<file path="src/rtl/ps2_key_ctrl.sv">
`default_nettype none
// ============================================================================
// Module   : ps2_key_ctrl
// Purpose  : Pops PS/2 scan-code bytes, decodes make/break/extended codes,
//            tracks the held key and keeps a 2-digit BCD press counter.
// Revision : 1.0 - initial release
// ============================================================================
module ps2_key_ctrl #(
    parameter logic [7:0] BREAK_CODE  = 8'hF0,
    parameter logic [7:0] EXT_CODE    = 8'hE0,
    parameter int         PFX_TIMEOUT = 1_000_000
) (
    input  logic       clk,
    input  logic       resetn,
    input  logic       ready,
    input  logic [7:0] data,
    input  logic       overflow,
    output logic       nextdata_n,
    output logic [7:0] key_code,
    output logic       key_ext,
    output logic       key_held,
    output logic       key_evt,
    output logic [7:0] press_cnt_bcd,
    output logic       ovf_sticky
);

    typedef enum logic [1:0] {
        S_IDLE   = 2'd0,
        S_POP    = 2'd1,
        S_DECODE = 2'd2
    } state_t;

    state_t     r_state;
    state_t     w_state_nxt;
    logic       w_nextdata_n;

    logic [7:0] r_byte;
    logic       r_brk_pend;
    logic       r_ext_pend;
    logic [7:0] r_key_code;
    logic       r_key_ext;
    logic       r_key_held;
    logic       r_key_evt;
    logic [7:0] r_cnt_bcd;
    logic       r_ovf_sticky;

    logic       w_decode;
    logic       w_is_ext;
    logic       w_is_brk;
    logic       w_is_code;
    logic       w_same_key;
    logic       w_new_press;
    logic       w_release;
    logic       w_timeout;
    logic [7:0] w_cnt_inc;

    // ------------------------------------------------------------------------
    // Sequencer: IDLE -> POP -> DECODE gives the FIFO one cycle to advance.
    // ------------------------------------------------------------------------
    always_ff @(posedge clk) begin
        if (!resetn) begin
            r_state <= S_IDLE;
        end else begin
            r_state <= w_state_nxt;
        end
    end

    always_comb begin
        w_state_nxt  = r_state;
        w_nextdata_n = 1'b1;
        case (r_state)
            S_IDLE: begin
                if (ready) begin
                    w_state_nxt = S_POP;
                end
            end
            S_POP: begin
                w_nextdata_n = 1'b0;
                w_state_nxt  = S_DECODE;
            end
            S_DECODE: begin
                w_state_nxt = S_IDLE;
            end
            default: begin
                w_state_nxt = S_IDLE;
            end
        endcase
    end

    always_ff @(posedge clk) begin
        if (!resetn) begin
            r_byte <= 8'h00;
        end else if (r_state == S_IDLE && ready) begin
            r_byte <= data;
        end
    end

    // ------------------------------------------------------------------------
    // Byte classification
    // ------------------------------------------------------------------------
    assign w_decode    = (r_state == S_DECODE);
    assign w_is_ext    = (r_byte == EXT_CODE);
    assign w_is_brk    = (r_byte == BREAK_CODE);
    assign w_is_code   = w_decode && !w_is_ext && !w_is_brk;
    assign w_same_key  = r_key_held && (r_key_ext == r_ext_pend) && (r_key_code == r_byte);
    assign w_new_press = w_is_code && !r_brk_pend && !w_same_key;
    assign w_release   = w_is_code && r_brk_pend;

    always_ff @(posedge clk) begin
        if (!resetn) begin
            r_brk_pend <= 1'b0;
            r_ext_pend <= 1'b0;
        end else if (w_timeout) begin
            r_brk_pend <= 1'b0;
            r_ext_pend <= 1'b0;
        end else if (w_decode) begin
            if (w_is_ext) begin
                r_ext_pend <= 1'b1;
            end else if (w_is_brk) begin
                r_brk_pend <= 1'b1;
            end else begin
                r_brk_pend <= 1'b0;
                r_ext_pend <= 1'b0;
            end
        end
    end

    // ------------------------------------------------------------------------
    // Held-key tracking and event strobe
    // ------------------------------------------------------------------------
    always_ff @(posedge clk) begin
        if (!resetn) begin
            r_key_code <= 8'h00;
            r_key_ext  <= 1'b0;
            r_key_held <= 1'b0;
            r_key_evt  <= 1'b0;
        end else begin
            r_key_evt <= w_new_press;
            if (w_new_press) begin
                r_key_code <= r_byte;
                r_key_ext  <= r_ext_pend;
                r_key_held <= 1'b1;
            end else if (w_release && w_same_key) begin
                r_key_held <= 1'b0;
            end
        end
    end

    // BCD increment, 99 wraps to 00
    always_comb begin
        w_cnt_inc = r_cnt_bcd;
        if (r_cnt_bcd[3:0] == 4'd9) begin
            w_cnt_inc[3:0] = 4'd0;
            w_cnt_inc[7:4] = (r_cnt_bcd[7:4] == 4'd9) ? 4'd0 : (r_cnt_bcd[7:4] + 4'd1);
        end else begin
            w_cnt_inc[3:0] = r_cnt_bcd[3:0] + 4'd1;
        end
    end

    always_ff @(posedge clk) begin
        if (!resetn) begin
            r_cnt_bcd <= 8'h00;
        end else if (w_new_press) begin
            r_cnt_bcd <= w_cnt_inc;
        end
    end

    always_ff @(posedge clk) begin
        if (!resetn) begin
            r_ovf_sticky <= 1'b0;
        end else if (overflow) begin
            r_ovf_sticky <= 1'b1;
        end
    end

    // ------------------------------------------------------------------------
    // Pending-prefix timeout: a lone F0/E0 with no follow-up byte is dropped.
    // ------------------------------------------------------------------------
    generate
        if (PFX_TIMEOUT > 0) begin : g_pfx_timeout
            localparam int              c_TW      = $clog2(PFX_TIMEOUT + 1);
            localparam logic [c_TW-1:0] c_TO_LAST = c_TW'(PFX_TIMEOUT - 1);
            localparam logic [c_TW-1:0] c_ONE     = c_TW'(1);

            logic [c_TW-1:0] r_to_cnt;
            logic            w_run;

            assign w_run     = (r_brk_pend || r_ext_pend) && (r_state == S_IDLE) && !ready;
            assign w_timeout = w_run && (r_to_cnt == c_TO_LAST);

            always_ff @(posedge clk) begin
                if (!resetn) begin
                    r_to_cnt <= '0;
                end else if (r_state == S_POP) begin
                    r_to_cnt <= '0;
                end else if (w_run) begin
                    r_to_cnt <= (r_to_cnt == c_TO_LAST) ? '0 : (r_to_cnt + c_ONE);
                end
            end
        end else begin : g_no_timeout
            assign w_timeout = 1'b0;
        end
    endgenerate

    assign nextdata_n    = w_nextdata_n;
    assign key_code      = r_key_code;
    assign key_ext       = r_key_ext;
    assign key_held      = r_key_held;
    assign key_evt       = r_key_evt;
    assign press_cnt_bcd = r_cnt_bcd;
    assign ovf_sticky    = r_ovf_sticky;

endmodule
`default_nettype wire

</file>
<file path="config.mk">
export PLATFORM = sky130hd
export DESIGN_NAME = ps2_key_ctrl
export DESIGN_NICKNAME = d
export VERILOG_FILES = /design/src/rtl/ps2_key_ctrl.sv
export SDC_FILE = /design/constraint.sdc
export NUM_CORES = 1
export LEC_CHECK = 0
export CORE_MARGIN = 2
export CORE_UTILIZATION = 53
export CTS_CLUSTER_SIZE = 12
export DETAILED_ROUTE_END_ITERATION = 8
export HOLD_SLACK_MARGIN = 0.05
export PLACE_DENSITY = 0.78
export SYNTH_ARGS = -nofsm -noshare
export SYNTH_HDL_FRONTEND = slang
export SYNTH_SLANG_ARGS = --single-unit
export TNS_END_PERCENT = 30
</file>
<file path="constraint.sdc">
create_clock -name clk -period 2.7 [get_ports clk]
set_input_delay 0.81 -clock clk [delete_from_list [all_inputs] [get_ports clk]]
set_output_delay 0.81 -clock clk [all_outputs]
set_load 0.05 [all_outputs]
</file>
==> metrics.cfg <==
[status]
status = finished clean

[timing]
hold_violations = 0
tns_ns = 0
skew_ns = 0.00827
setup_slack_ns = 0.172
fmax_mhz = 396
worstMarginPinSlew_ns = 1.09
drv_slew = 0
final_min_period_over_clock_period = 0.936
fin_crit_ns = 2.53
hold_slack_ns = 0.478
setup_viol = 0
rsz0062_at_grt = no
maxSlewHeadroom = 0.269

[placed_design]
post-place-ws_ns = 0.167
dp_hpwl_um = 3190
place_inst = 331
io_buffer_count = 32
place.gp.congestion = 0.809
place_area_um2 = 2700

[detailed_routing]
drc = 0
drtIter0Drc = 106
num_vias = 1832
ant_nets = 0
drt_pass1_iterations = 4
viasPerCell = 5.40
wl_per_cell_um = 13.3
drt-total-wl_um = 4500

[global_route]
grt_usage = 0.196
grt_max_degree = 21
grt-ovfl-total = 0
grt_pass1_wl_um = 7760
antenna_found_initial = 0
first_global_vias = 1692

[clock_tree]
cts_resized = 0
clkSinkCount = 52
h-tree-depth = 2
root_buffer = clkbuf_8
cts_buffers = 5
cts_tree = done
post_cts_buffers = 0
hold_buffers = 0
worstSkewPairLatency_ns = 0.31
clk_pin_slew_ns = 0.09
clockBufferDepth = 2

[die]
io_pins = 33
dieArea_um2 = 4890
initial_core_util = 0.564
die_w_um = 69.9
die_h_um = 69.9
core_um2 = 4090
std_cell_rows = 23

[pwr]
p_leak_nw = 1.01
max-vdd-ir-drop_mv = 0.388
pwr_density_cell_nw_per_um2 = 526
p_total_mw = 1.48

[setup_path]
cp_data_arrival_time_ns = 1.72
crit_path_end_kind = output port
path_max_fanout = 5
worst-r2r-setup-slack_ns = 0.41
crit_start = r_state[1]
reg2reg_depth = 6
rr_startpoint = r_byte[7]
regToRegEndpoint = key_code[6]
crit_required_ns = 1.89
cp-start-kind = flip-flop
critPathKind = reg2out

[synth]
synth_cells = 250
syn_nets = 263
ys.flop_type = dfxtp_1
netlist-cell-type-count = 40
postSynth.asyncResetShare = 0
synth-edff-count = 0
synth.avg_cell_area_um2 = 9.22
ys_ff_latch = 52
synth_area_um2 = 2300
yosysWarnings = 0
seq_area_frac_synth = 0.452

[layout]
stdcell_count = 339
antenna_cells = 0
utilization = 0.688
fin_nets = 301
layout_common_cells = dfxtp_1 (52), nor2_1 (45), clkdlybuf4s50_1 (32)
syn2layout_area_growth_pct = 21.9
final_common_cell = dfxtp_1
drive_gt1_frac = 0.0657
fin_area_um2 = 2810

[hold_path]
min_from = ovf_sticky
min_path_cells = 2
hold-path-endpoint = ovf_sticky
hold_path_class = reg2reg

[flow_run]
drv_cap = 0

## per-layer routing
| metal | track usage | share of wire | up-vias | wire [um] |
|---|---|---|---|---|
| met5 | 0 | 0 | - | 0 |
| met2 | 0.319 | 0.48 | 40 | 2140 |
| met4 | 0.0748 | 0.016 | 0 | 73 |
| li1 | - | - | 947 | - |
| met3 | 0.0462 | 0.032 | 9 | 144 |
| met1 | 0.253 | 0.48 | 836 | 2140 |
## how the worst max path moves through the flow
| stage | slack, ns | end | depth (start not counted) |
|---|---|---|---|
| 3_5_place_dp | 0.17 | g_pfx_timeout.r_to_cnt[8] | 7 |
| 6_report | 0.17 | nextdata_n | 2 |
| 4_1_cts | 0.16 | nextdata_n | 2 |
| 3_3_place_gp | 0.27 | g_pfx_timeout.r_to_cnt[18] | 7 |
| 5_1_grt | 0.08 | nextdata_n | 2 |
| 2_1_floorplan | 0.63 | g_pfx_timeout.r_to_cnt[0] | 6 |
## kinds of logic (layout without fill, tap and decap cells)
group,after synthesis,count (layout),synth area share
multiplexers,19,19,0.0825
AND/OR/NAND/NOR,114,114,0.252
adder cells (fa/ha/maj),1,1,0.00543
flip-flops,52,52,0.452
XOR/XNOR,31,31,0.118
AO/OA/AOI/OAI,21,21,0.0597
buffers and inverters,12,51,0.0304
## layout make-up
type                            count  area, um2
Clock buffer                        6       72.6
Multi-Input combinational cell    186       1200
Inverter                            4       15.0
Sequential cell                    52       1040
Clock inverter                      2       35.0
Fill cell                         348       1280
Timing Repair Buffer               39        385
Tap cell                           50       62.6
## registers in the layout, indices dropped and copies added (netlist names)
register                count
g_pfx_timeout.r_to_cnt     20
key_code                    8
key_evt                     1
key_ext                     1
key_held                    1
ovf_sticky                  1
press_cnt_bcd               8
r_brk_pend                  1
r_byte                      8
r_ext_pend                  1
r_state                     2
## power by group
group / switching, mW / internal [mW]
Sequential: 0.0189 / 0.783
Combinational: 0.0816 / 0.0670
Clock: 0.252 / 0.275
## worst max-delay path, stage by stage, from the launching register on
cell and delay, ns:
dfxtp_1 0.41, nand2b_1 0.19, clkdlybuf4s50_1 0.82
## cells in the mapped netlist (2+ instances only)
cell type / number / area [um2]
o21a_1: 2 / 15.0
nor4_1: 3 / 18.8
or3_1: 3 / 18.8
nand4_1: 9 / 56.3
o21ai_0: 5 / 25.0
xnor2_1: 21 / 184
nor3_1: 6 / 30.0
o31ai_1: 2 / 15.0
mux2i_1: 19 / 190
nand2_1: 14 / 52.6
buf_6: 3 / 33.8
and3_1: 4 / 25.0
xor2_1: 10 / 87.6
nor2_1: 45 / 169
nand4b_1: 2 / 17.5
dfxtp_1: 52 / 1040
nand2b_1: 4 / 25.0
nand3_1: 7 / 35.0
a31oi_1: 2 / 12.5
buf_2: 2 / 10.0
nor3b_2: 2 / 25.0
nor2b_1: 5 / 31.3
inv_1: 3 / 11.3
and4_1: 2 / 17.5
and2_1: 2 / 12.5
a21oi_1: 6 / 30.0
clkbuf_1: 2 / 7.51
(Power assumes the default switching activity.)
